$ cat src/rtl/fetch_pkg.sv
// Shared types and constants for the fetch stage: queue entry payload, NOP filler, count width helper.
package fetch_pkg;

  localparam logic [31:0] NOP_INST = 32'h0000_0013;

  typedef struct packed {
    logic [31:0] pc;
    logic [31:0] inst;
  } fq_entry_t;

  // Occupancy counter must represent 0..depth inclusive.
  function automatic int unsigned fq_cnt_w(input int unsigned depth);
    return $clog2(depth) + 1;
  endfunction

endpackage

$ cat src/rtl/fetch_queue.sv
// Synchronous FIFO of fetched {pc, inst} entries; flush beats push and pop.
module fetch_queue
  import fetch_pkg::*;
#(
  parameter int unsigned DEPTH = 4
) (
  input  logic                          clk,
  input  logic                          rst_n,
  input  logic                          push,
  input  fq_entry_t                     push_data,
  input  logic                          pop,
  input  logic                          flush,
  output logic [fq_cnt_w(DEPTH)-1:0]    count,
  output fq_entry_t                     head
);

  localparam int unsigned CNT_W = fq_cnt_w(DEPTH);
  localparam int unsigned PTR_W = $clog2(DEPTH);

  fq_entry_t          mem_q [DEPTH];
  fq_entry_t          mem_d [DEPTH];
  logic [PTR_W-1:0]   wr_ptr_q, wr_ptr_d;
  logic [PTR_W-1:0]   rd_ptr_q, rd_ptr_d;
  logic [CNT_W-1:0]   cnt_q, cnt_d;
  logic               do_pop;

  always_comb begin
    mem_d    = mem_q;
    wr_ptr_d = wr_ptr_q;
    rd_ptr_d = rd_ptr_q;
    cnt_d    = cnt_q;
    do_pop   = pop && (cnt_q != '0);
    if (flush) begin
      wr_ptr_d = '0;
      rd_ptr_d = '0;
      cnt_d    = '0;
    end else begin
      if (push) begin
        mem_d[wr_ptr_q] = push_data;
        wr_ptr_d        = wr_ptr_q + PTR_W'(1);
      end
      if (do_pop) begin
        rd_ptr_d = rd_ptr_q + PTR_W'(1);
      end
      cnt_d = cnt_q + CNT_W'(push) - CNT_W'(do_pop);
    end
  end

  always_ff @(posedge clk) begin
    if (!rst_n) begin
      for (int i = 0; i < int'(DEPTH); i++) begin
        mem_q[i] <= {32'h0000_0000, NOP_INST};
      end
      wr_ptr_q <= '0;
      rd_ptr_q <= '0;
      cnt_q    <= '0;
    end else begin
      mem_q    <= mem_d;
      wr_ptr_q <= wr_ptr_d;
      rd_ptr_q <= rd_ptr_d;
      cnt_q    <= cnt_d;
    end
  end

  assign count = cnt_q;
  assign head  = mem_q[rd_ptr_q];

  // Upstream credit accounting must never let a push land in a full queue.
  overflow_a: assert property (@(posedge clk) disable iff (!rst_n)
    !(push && !flush && !do_pop && (cnt_q == CNT_W'(DEPTH))));

endmodule

$ cat src/rtl/fetch_unit.sv
// Fetch stage: PC/credit/kill control in front of a 1-cycle icache, feeding decode via fetch_queue.
// Optional perf counters enabled with `define FETCH_PERF_CNT_EN.
module fetch_unit
  import fetch_pkg::*;
#(
  parameter logic [31:0] RESET_PC = 32'h0000_0000,
  parameter int unsigned FQ_DEPTH = 4
) (
  input  logic        clk,
  input  logic        rst_n,
  input  logic        redirect_valid,
  input  logic [31:0] redirect_pc,
  output logic        ic_en,
  output logic [31:0] ic_addr,
  input  logic [31:0] ic_rdata,
  input  logic        ic_rvalid,
  output logic        out_valid,
  input  logic        out_ready,
  output logic [31:0] out_pc,
  output logic [31:0] out_inst
`ifdef FETCH_PERF_CNT_EN
  ,
  output logic [31:0] perf_fetched,
  output logic [31:0] perf_killed,
  output logic [31:0] perf_stall
`endif
);

  localparam int unsigned CNT_W = fq_cnt_w(FQ_DEPTH);

  logic [31:0]      pc_q, pc_d;
  logic [31:0]      req_pc_q, req_pc_d;
  logic             inflight_q, inflight_d;
  logic             kill_q, kill_d;
  logic             issue;
  logic             fq_push;
  logic             fq_pop;
  logic [CNT_W-1:0] fq_count;
  fq_entry_t        fq_head;
  fq_entry_t        fq_wdata;

  // Credits cover both queued entries and the response still in the icache pipe.
  assign issue = rst_n && !redirect_valid &&
                 (({1'b0, fq_count} + (CNT_W+1)'(inflight_q)) < (CNT_W+1)'(FQ_DEPTH));

  assign fq_push  = ic_rvalid && inflight_q && !kill_q && !redirect_valid;
  assign fq_pop   = out_valid && out_ready;
  assign fq_wdata = '{pc: req_pc_q, inst: ic_rdata};

  always_comb begin
    pc_d       = pc_q;
    req_pc_d   = req_pc_q;
    inflight_d = 1'b0;
    kill_d     = 1'b0;
    if (redirect_valid) begin
      pc_d   = redirect_pc & ~32'h0000_0003;
      kill_d = inflight_q;
    end else if (issue) begin
      pc_d       = pc_q + 32'd4;
      req_pc_d   = pc_q;
      inflight_d = 1'b1;
    end
  end

  always_ff @(posedge clk) begin
    if (!rst_n) begin
      pc_q       <= RESET_PC;
      req_pc_q   <= RESET_PC;
      inflight_q <= 1'b0;
      kill_q     <= 1'b0;
    end else begin
      pc_q       <= pc_d;
      req_pc_q   <= req_pc_d;
      inflight_q <= inflight_d;
      kill_q     <= kill_d;
    end
  end

  fetch_queue #(.DEPTH(FQ_DEPTH)) u_fq (
    .clk       (clk),
    .rst_n     (rst_n),
    .push      (fq_push),
    .push_data (fq_wdata),
    .pop       (fq_pop),
    .flush     (redirect_valid),
    .count     (fq_count),
    .head      (fq_head)
  );

  assign ic_en     = issue;
  assign ic_addr   = pc_q;
  assign out_valid = (fq_count != '0);
  assign out_pc    = fq_head.pc;
  assign out_inst  = fq_head.inst;

`ifdef FETCH_PERF_CNT_EN
  logic [31:0] perf_fetched_q, perf_fetched_d;
  logic [31:0] perf_killed_q, perf_killed_d;
  logic [31:0] perf_stall_q, perf_stall_d;

  always_comb begin
    perf_fetched_d = perf_fetched_q + 32'(fq_push);
    perf_killed_d  = perf_killed_q + 32'(ic_rvalid && inflight_q && (kill_q || redirect_valid));
    perf_stall_d   = perf_stall_q + 32'(!issue && !redirect_valid);
  end

  always_ff @(posedge clk) begin
    if (!rst_n) begin
      perf_fetched_q <= '0;
      perf_killed_q  <= '0;
      perf_stall_q   <= '0;
    end else begin
      perf_fetched_q <= perf_fetched_d;
      perf_killed_q  <= perf_killed_d;
      perf_stall_q   <= perf_stall_d;
    end
  end

  assign perf_fetched = perf_fetched_q;
  assign perf_killed  = perf_killed_q;
  assign perf_stall   = perf_stall_q;
`endif

endmodule

$ cat config.mk
export PLATFORM = sky130hd
export DESIGN_NAME = fetch_unit
export DESIGN_NICKNAME = d
export VERILOG_FILES = /design/src/rtl/fetch_pkg.sv /design/src/rtl/fetch_queue.sv /design/src/rtl/fetch_unit.sv
export SDC_FILE = /design/constraint.sdc
export NUM_CORES = 1
export LEC_CHECK = 0
export ABC_CLOCK_PERIOD_IN_PS = 2900
export CAP_MARGIN = 40
export CORE_MARGIN = 2
export CORE_UTILIZATION = 58
export CTS_BUF_LIST = sky130_fd_sc_hd__clkbuf_4 sky130_fd_sc_hd__clkbuf_8
export DETAILED_ROUTE_END_ITERATION = 7
export PLACE_DENSITY = 0.8
export SYNTH_ARGS = -nofsm -noshare
export SYNTH_HDL_FRONTEND = slang
export SYNTH_SLANG_ARGS = --single-unit
$ cat constraint.sdc
create_clock -name clk -period 2.9 [get_ports clk]
set_input_delay 0.58 -clock clk [delete_from_list [all_inputs] [get_ports clk]]
set_output_delay 0.58 -clock clk [all_outputs]
set_load 0.005 [all_outputs]
# After elaboration in Yosys (flattened, before gate mapping)
# Cells that the tools add are included.
# W data, S select, Z words.
# word_totals
reg_bits	329
inputBits	69
out_inout_bits	98
# op_classes
addsub	6
magnitude_cmp	4
muxes	9
bitwise_logic	4
reduce_logical	16
# op_table
op	count
$bwmux W256	1
$mux W64	3
$bmux W64 S2	1
$demux W64 S2	1
$mux W32	2
$add A32 B3 Y32 const B	1
$logic_and A1 B1 Y1	8
$ge A3 B3 Y1 const B	2
$not A2 Y3	2
$reduce_and A2 Y1	3
$add A2 B1 Y2 const B	2
$add A3 B1 Y4	1
$lt A4 B3 Y1 const B	1
$add A3 B1 Y3	1
$lt A3 B1 Y1 const B	1
$reduce_bool A3 Y1	1
$sub A3 B1 Y3	1
$logic_not A1 Y1	2
$not A1 Y1	2
$reduce_bool A2 Y1	1
$reduce_or A2 Y1	1
$mux W1	1

# Longest topological paths before layout
# Gate-level depths: netlist of run 1.
# logic_depth
word_depth	6
mapped_depth	8
ltp_nobuf	8

# Cells and area by module
# From an unflattened synthesis of run 1, not the netlist that was laid out.
# hier_totals
cells_unflattened	1590
area_unflattened_um2	14336.2
# by_module_without_submodules
module	n_inst	cells_each	area_each_um2
fetch_queue	1	1233	11492.3
fetch_unit	1	357	2844.0

# Worst setup path after synthesis of run 1
# Ideal clock, no wire load.
# synth_timing
path_type	register -> output
from	reg u_fq.rd_ptr_q[0]
to	out out_pc[23]
arrival_ps	1728
setup_slack_ps	592
stages_incl_launch_ff	4
path_cell_list	dfxtp_1 -> clkbuf_1 -> buf_1 -> mux4_2
# synth_via
elab_chain_cells	4
# synth_rtl
element	line_no	source
from (decl)	fetch_queue.sv:23	logic [PTR_W-1:0] rd_ptr_q, rd_ptr_d;
from (signal assigned)	fetch_queue.sv:60	rd_ptr_q <= rd_ptr_d;
$not A2 Y3 (not written as such)	fetch_queue.sv:66	assign head = mem_q[rd_ptr_q];
$bmux W64 S2	fetch_queue.sv:66	
$mux W64 (not written as such) (2 in a row)	fetch_queue.sv:66	
to (decl)	fetch_unit.sv:19	output logic [31:0] out_pc,
# No other way between the ends. The select of a mux whose other input is x is not followed.

# Final worst setup path of run 1
# layout_timing
from	reg u_fq.rd_ptr_q[0]
to	out out_pc[15]
# Same word-level chain as after synthesis.

==> impl_metrics.toml, run 1 <==
[grt]
track_usage = 0.2779
grt_max_degree = 311
grt.overflow.total = 0
first_global_vias = 11050
antenna_found_initial = 0
grt_first_pass_wirelength_um = 55350

[synthesis]
synth_edf_count = 0
ys_types = 44
synthTopCellsByArea = "dfxtp_1 46%, nand2_1 16%, a21boi_0 15%, mux4_2 10%, clkbuf_1 2.6%"
syn_area_sq_mm = 0.01378
synth_top_flop_cell = "dfxtp_1"
syn_avg_cell_area_sq_um = 8.912
synth_top_area_frac = 0.4606
yosysTopAreaCell = "dfxtp_1"
ys_warn_count = 0
async_flop_share = 0
ys_seq_elements = 317
synth_cells = 1546
synth_seq_area_share = 0.4606

[route]
drc = 0
post_drt_via_cell_ratio = 5.556
routedWlPerCell_um = 17.08
dr.pass1.iters = 5
ant_nets = 0
wl_um = 34490
vias = 11220
drt_iter0_drc = 841

[floorplan]
start_util = 0.5888
placementRows = 56
die_h_um = 158.1
die_area_sq_mm = 0.02501
die-width_um = 158.1
core_area_sq_mm = 0.02340
num_io_pins = 167

[sta]
finalSetupViolCount = 1
layout_setup_ws_ns = -0.001388
period_share = 1.000
post-route-min-period_ns = 2.901
tightest_slew_ns = 1.320
fin_tns_setup_ns = -0.001388
slew_violations = 0
fmax_ghz = 0.3447
slew_headroom = 0.1202
rsz0062_at_grt = "yes"
hold_viol = 0
skew_ns = 0.02087

[final_layout]
antennaDiodeCount = 0
fin_area_sq_mm = 0.01668
drive_above_1_share = 0.1153
syn2layout_area_growth_pct = 21.08
layout.nets = 1750

[placed_design]
numPortBuffers = 160
routabilityCongestion = 0.8052
postPlaceCellArea_sq_mm = 0.01567
dp_hpwl_um = 20440

[clock_tree]
clk_pin_slew_worst_paths_ns = 0.06
cts_tree = "yes"
clk-insertion-delay-late_ns = 0.57
clockBufferDepth = 3
numCtsBuffers = 50
cts.sinks = 317
clockRootBuffer = "clkbuf_8"
cts_max_level = 2

[worst_hold_path]
hold_class = "register to register"

[pwr]
comb_power_share = 0.059
power_density_mw_per_mm2 = 526.2
pwr-share-clk = 0.428
p_leak_nw = 5.502
p_sw_frac = 0.2233
vdd_drop_max_mv = 0.3380
p_int_mw = 6.818
seqPwrFrac = 0.512
p_sw_mw = 1.960

[status]
status = "finished with violations"
violations = "negative setup slack"

[worst_setup_path]
cp_max_fo = 14
cp.required_ns = 2.32
arrival_ns = 2.32
endpoint_kind = "output port"
cp-start-kind = "register"
criticalPathCategory = "register to output port"

[run]
maxCapViolations = 0
[cell usage after synthesis, types with 2 or more instances]
cell	number
nand2_1	580
dfxtp_1	317
a21boi_0	267
clkbuf_1	97
mux4_2	62
o21ai_0	27
nand3_1	24
a21oi_1	22
xnor2_1	22
buf_2	19
inv_1	12
and2_1	9
nor2_1	9
xor2_1	9
ha_1	8
nand4_1	7
nor3_1	6
nor3b_1	5
and3_1	4
and4_1	4
buf_4	4
a22o_1	3
nor4_1	3
a32oi_1	2
nand4_4	2
nor2b_1	2
o211a_1	2
o211ai_1	2
[metal layers]
metal | global-route usage | vias to the layer above | wire (um)
met5 | 0 | - | 0
met4 | 0.08580 | 0 | 597
met3 | 0.05584 | 50 | 2252
met2 | 0.4737 | 347 | 16780
met1 | 0.3567 | 5390 | 14870
li1 | - | 5431 | -
[repair_timing]
item	4_1_cts	5_1_grt
setup endpoints to repair	18	57
hold buffers	0	0
setup buffers	1	0
gates resized for setup	3	1
pin swaps	0	0
gates cloned	0	0
[cell families (layout without fill, tap and decap cells)]
| logic type | count (synthesis) | after routing | synth area share |
|---|---|---|---|
| adders and majority gates | 9 | 9 | 0.008718 |
| AOI/OAI and AO/OA | 326 | 326 | 0.1699 |
| other | 1 | 4 | 0.0002722 |
| buffers and inverters | 134 | 285 | 0.03932 |
| xor gates and xnor gates | 31 | 31 | 0.01971 |
| and+or+nand+nor | 663 | 663 | 0.1975 |
| muxes | 65 | 65 | 0.1040 |
| DFF | 317 | 317 | 0.4606 |
[flip-flops by register name (all words and copies together), names as in the netlist]
register,flops
kill_q,1
ic_addr,30
inflight_q,1
u_fq.rd_ptr_q,2
u_fq.mem_q,248
u_fq.wr_ptr_q,2
u_fq.count,3
req_pc_q,30
[final cells by class]
cell class / count / area [sq um]
clock buffers: 78 / 979.7
clock inverters: 2 / 13.76
multi-input cells: 1098 / 6927
repair buffers: 192 / 1956
fillers: 1776 / 6720
well taps: 319 / 399.1
flip-flops and latches: 317 / 6359
inverters: 13 / 48.80
[placed cells by master (no fill, tap or decap), types with 9 or more instances in the layout]
| cell | Yosys | routed |
|---|---|---|
| dfxtp_1 | 317 | 313 |
| xor2_1 | 9 | 9 |
| o21ai_0 | 27 | 27 |
| buf_12 | 0 | 9 |
| inv_1 | 12 | 12 |
| clkbuf_8 | 0 | 63 |
| mux4_2 | 62 | 62 |
| nand2_1 | 580 | 576 |
| buf_4 | 4 | 23 |
| nand3_1 | 24 | 24 |
| nor2_1 | 9 | 9 |
| a21boi_0 | 267 | 267 |
| clkbuf_4 | 0 | 15 |
| a21oi_1 | 22 | 22 |
| xnor2_1 | 22 | 22 |
| clkdlybuf4s50_1 | 0 | 159 |
[worst paths after layout]
kind | start | endpoint | slack, ns | cells after the start
setup reg to reg | ic_addr[2] | ic_addr[28] | 0.52 | 6
hold reg to reg | u_fq.mem_q[49] | u_fq.mem_q[49] | 0.46 | 2
setup / recovery | u_fq.rd_ptr_q[0] | out_pc[15] | -0.001 | 3
hold / removal | u_fq.mem_q[49] | u_fq.mem_q[49] | 0.46 | 2
[power by group through the flow]
stage / combinational [mW] / sequential (mW) / clock (mW)
floorplan: 0.254 / 4.57 / 0
global placement: 0.511 / 4.59 / 0
detailed placement: 0.516 / 4.59 / 0
CTS: 0.520 / 4.49 / 3.82
global route: 0.563 / 4.50 / 4.00
finish: 0.521 / 4.50 / 3.76
[metrics by stage]
stage	total power [mW]	utilization	cells	hold slack, ns	setup slack, ns
6_report	8.778	0.7128	2019	0.4634	-0.001388
2_1_floorplan	4.823	-	1549	0.4353	0.5924
5_1_grt	9.068	0.7128	2019	0.4695	-0.08023
4_1_cts	8.836	0.7128	2019	0.4464	-0.03622
3_3_place_gp	5.097	0.6697	1938	0.4446	0.3495
3_5_place_dp	5.103	0.6697	1938	0.4575	0.3117
[worst max-delay path, stage by stage, from the launching register on]
cell and delay [ns]:
dfxtp_4 0.36, buf_4 0.29, mux4_2 0.55, clkdlybuf4s50_1 0.53
Power figures use the tool's default switching activity.
==> inputs of run 2 (changes only) <==
- SLEW_MARGIN: not set -> 20
==> results of run 2 <==
The final DEF is identical to that of run 1; final timing and power are the same.
==> inputs of run 3 (changes only) <==
- CORE_ASPECT_RATIO: not set -> 1.2
- CORE_UTILIZATION: 58 -> 62
- DONT_BUFFER_PORTS: not set -> 1
- PLACE_DENSITY: 0.8 -> 0.75
- SLEW_MARGIN: 20 -> not set
==> impl_metrics.toml, run 3 (synthesized netlist as in run 1, its figures left out) <==
[sta]
fmax_ghz = 0.3717
slew_headroom = 0.5611
hold_viol = 0
post-route-min-period_ns = 2.691
slew_violations = 0
rsz0062_at_grt = "no"
fin_hold_ws_ns = 0.1495
fin_tns_setup_ns = 0
finalSetupViolCount = 0
period_share = 0.9278
skew_ns = 0.01164
tightest_slew_ns = 0.6523

[run]
maxCapViolations = 0

[route]
drc = 10
drt_iter0_drc = 694
vias = 10450
ant_nets = 0
dr.pass1.iters = 7
post_drt_via_cell_ratio = 5.759
wl_um = 33070
routedWlPerCell_um = 18.22

[worst_setup_path]
crit_slowest_cell = "dfxtp_1"
cp_max_fo = 12
cp_top_family = "flip-flops"
criticalPathCategory = "register to output port"
endpoint_kind = "output port"
worst-path-buf-inv = 1
arrival_ns = 2.11
cp.required_ns = 2.32
slowest_delay_ns = 0.43
worstPathCellList = "ha_1, and4b_1, mux2_2, nand2_1, clkinv_1"
cp-start-kind = "register"

[final_layout]
layout_common_cells = "576 x nand2_1, 315 x dfxtp_1, 267 x a21boi_0"
fin_area_sq_mm = 0.01494
drive_above_1_share = 0.1259
antennaDiodeCount = 0
layout.nets = 1583
n_fill_cell = 1756
syn2layout_area_growth_pct = 8.427
finalNonFillerCells = 1815
largest_reg_flops = 248
top_register = "u_fq.mem_q"
final_common_cell = "nand2_1"

[status]
violations = "design-rule violations"
status = "finished with violations"

[pwr]
p_sw_frac = 0.2164
power_density_mw_per_mm2 = 576.5
pwr-share-clk = 0.447
seqPwrFrac = 0.523
comb_power_share = 0.030
p_int_mw = 6.750
p_leak_nw = 4.888
p_sw_mw = 1.863
total_power_mw = 8.613
vdd_drop_max_mv = 0.3686

[floorplan]
placementRows = 59
num_io_pins = 167
die_area_sq_mm = 0.02344
core_area_sq_mm = 0.02178
die-width_um = 140.1
die_h_um = 167.3
start_util = 0.6327

[grt]
antenna_found_initial = 0
grt.overflow.total = 0
track_usage = 0.2807
grt_max_degree = 312
grt_first_pass_wirelength_um = 53520
first_global_vias = 10420

[clock_tree]
postCtsResizedCells = 0
cts.sinks = 317
clockRootBuffer = "clkbuf_8"
numCtsBuffers = 49
clk-insertion-delay-late_ns = 0.55
clockBufferDepth = 3
ctsHoldBuffers = 0
clk_pin_slew_worst_paths_ns = 0.07
cts_tree = "yes"
cts_max_level = 2
cts_setup_buffers = 0

[placed_design]
dp_hpwl_um = 19330
routabilityCongestion = 0.7795
numPortBuffers = 0
dp_cells = 1728
postPlaceCellArea_sq_mm = 0.01390

[worst_hold_path]
hold_class = "primary input to register"
==> run 3: changes by cell type in the layout (fill, tap and decap cells not counted), sizes merged <==
cell	delta
clkdlybuf4s50	-159
buf	-7
clkbuf	+7
clkinv	-1
clkinvlp	+1
==> run 3: area by class of cell <==
type / count / area (sq um) / share of cell area
inverters: 13 / 48.80 / 0.003266
flip-flops and latches: 317 / 6354 / 0.4253
multi-input cells: 1098 / 6923 / 0.4634
repair buffers: 26 / 232.7 / 0.01558
clock inverters: 2 / 12.51 / 0.0008375
well taps: 274 / 342.8 / 0.02295
clock buffers: 85 / 1026 / 0.06868
==> run 3: worst paths after layout <==
kind,startpoint,endpoint,slack [ns],depth (start not counted)
setup reg to reg,ic_addr[3],ic_addr[28],0.67,6
hold / removal,ic_rdata[1],u_fq.mem_q[193],0.15,2
hold reg to reg,u_fq.mem_q[6],u_fq.mem_q[6],0.46,2
setup / recovery,u_fq.count[2],ic_en,0.21,5
==> run 3: layer usage <==
layer  wire [um]  GRT usage  share of wire  up-vias
met1       13670     0.3467           0.41     4989
met4         739    0.08652          0.022        0
li1            -          -              -     5104
met5           0          0              0        -
met3        2106    0.05919          0.064       58
met2       16550     0.4943           0.50      301
==> run 3: power by group through the flow <==
| stage | sequential (mW) | combinational [mW] | clock [mW] |
|---|---|---|---|
| after floorplan | 4.57 | 0.254 | 0 |
| after global placement | 4.59 | 0.255 | 0 |
| after detailed placement | 4.60 | 0.260 | 0 |
| after CTS | 4.50 | 0.261 | 3.93 |
| after global routing | 4.51 | 0.285 | 4.14 |
| final | 4.50 | 0.262 | 3.85 |
==> run 3: through the flow <==
step,util,setup WS (ns)
floorplan,-,0.5924
global placement,0.6383,0.6742
detailed placement,0.6383,0.6781
CTS,0.6860,0.1812
global route,0.6860,0.09255
finish,0.6860,0.2094
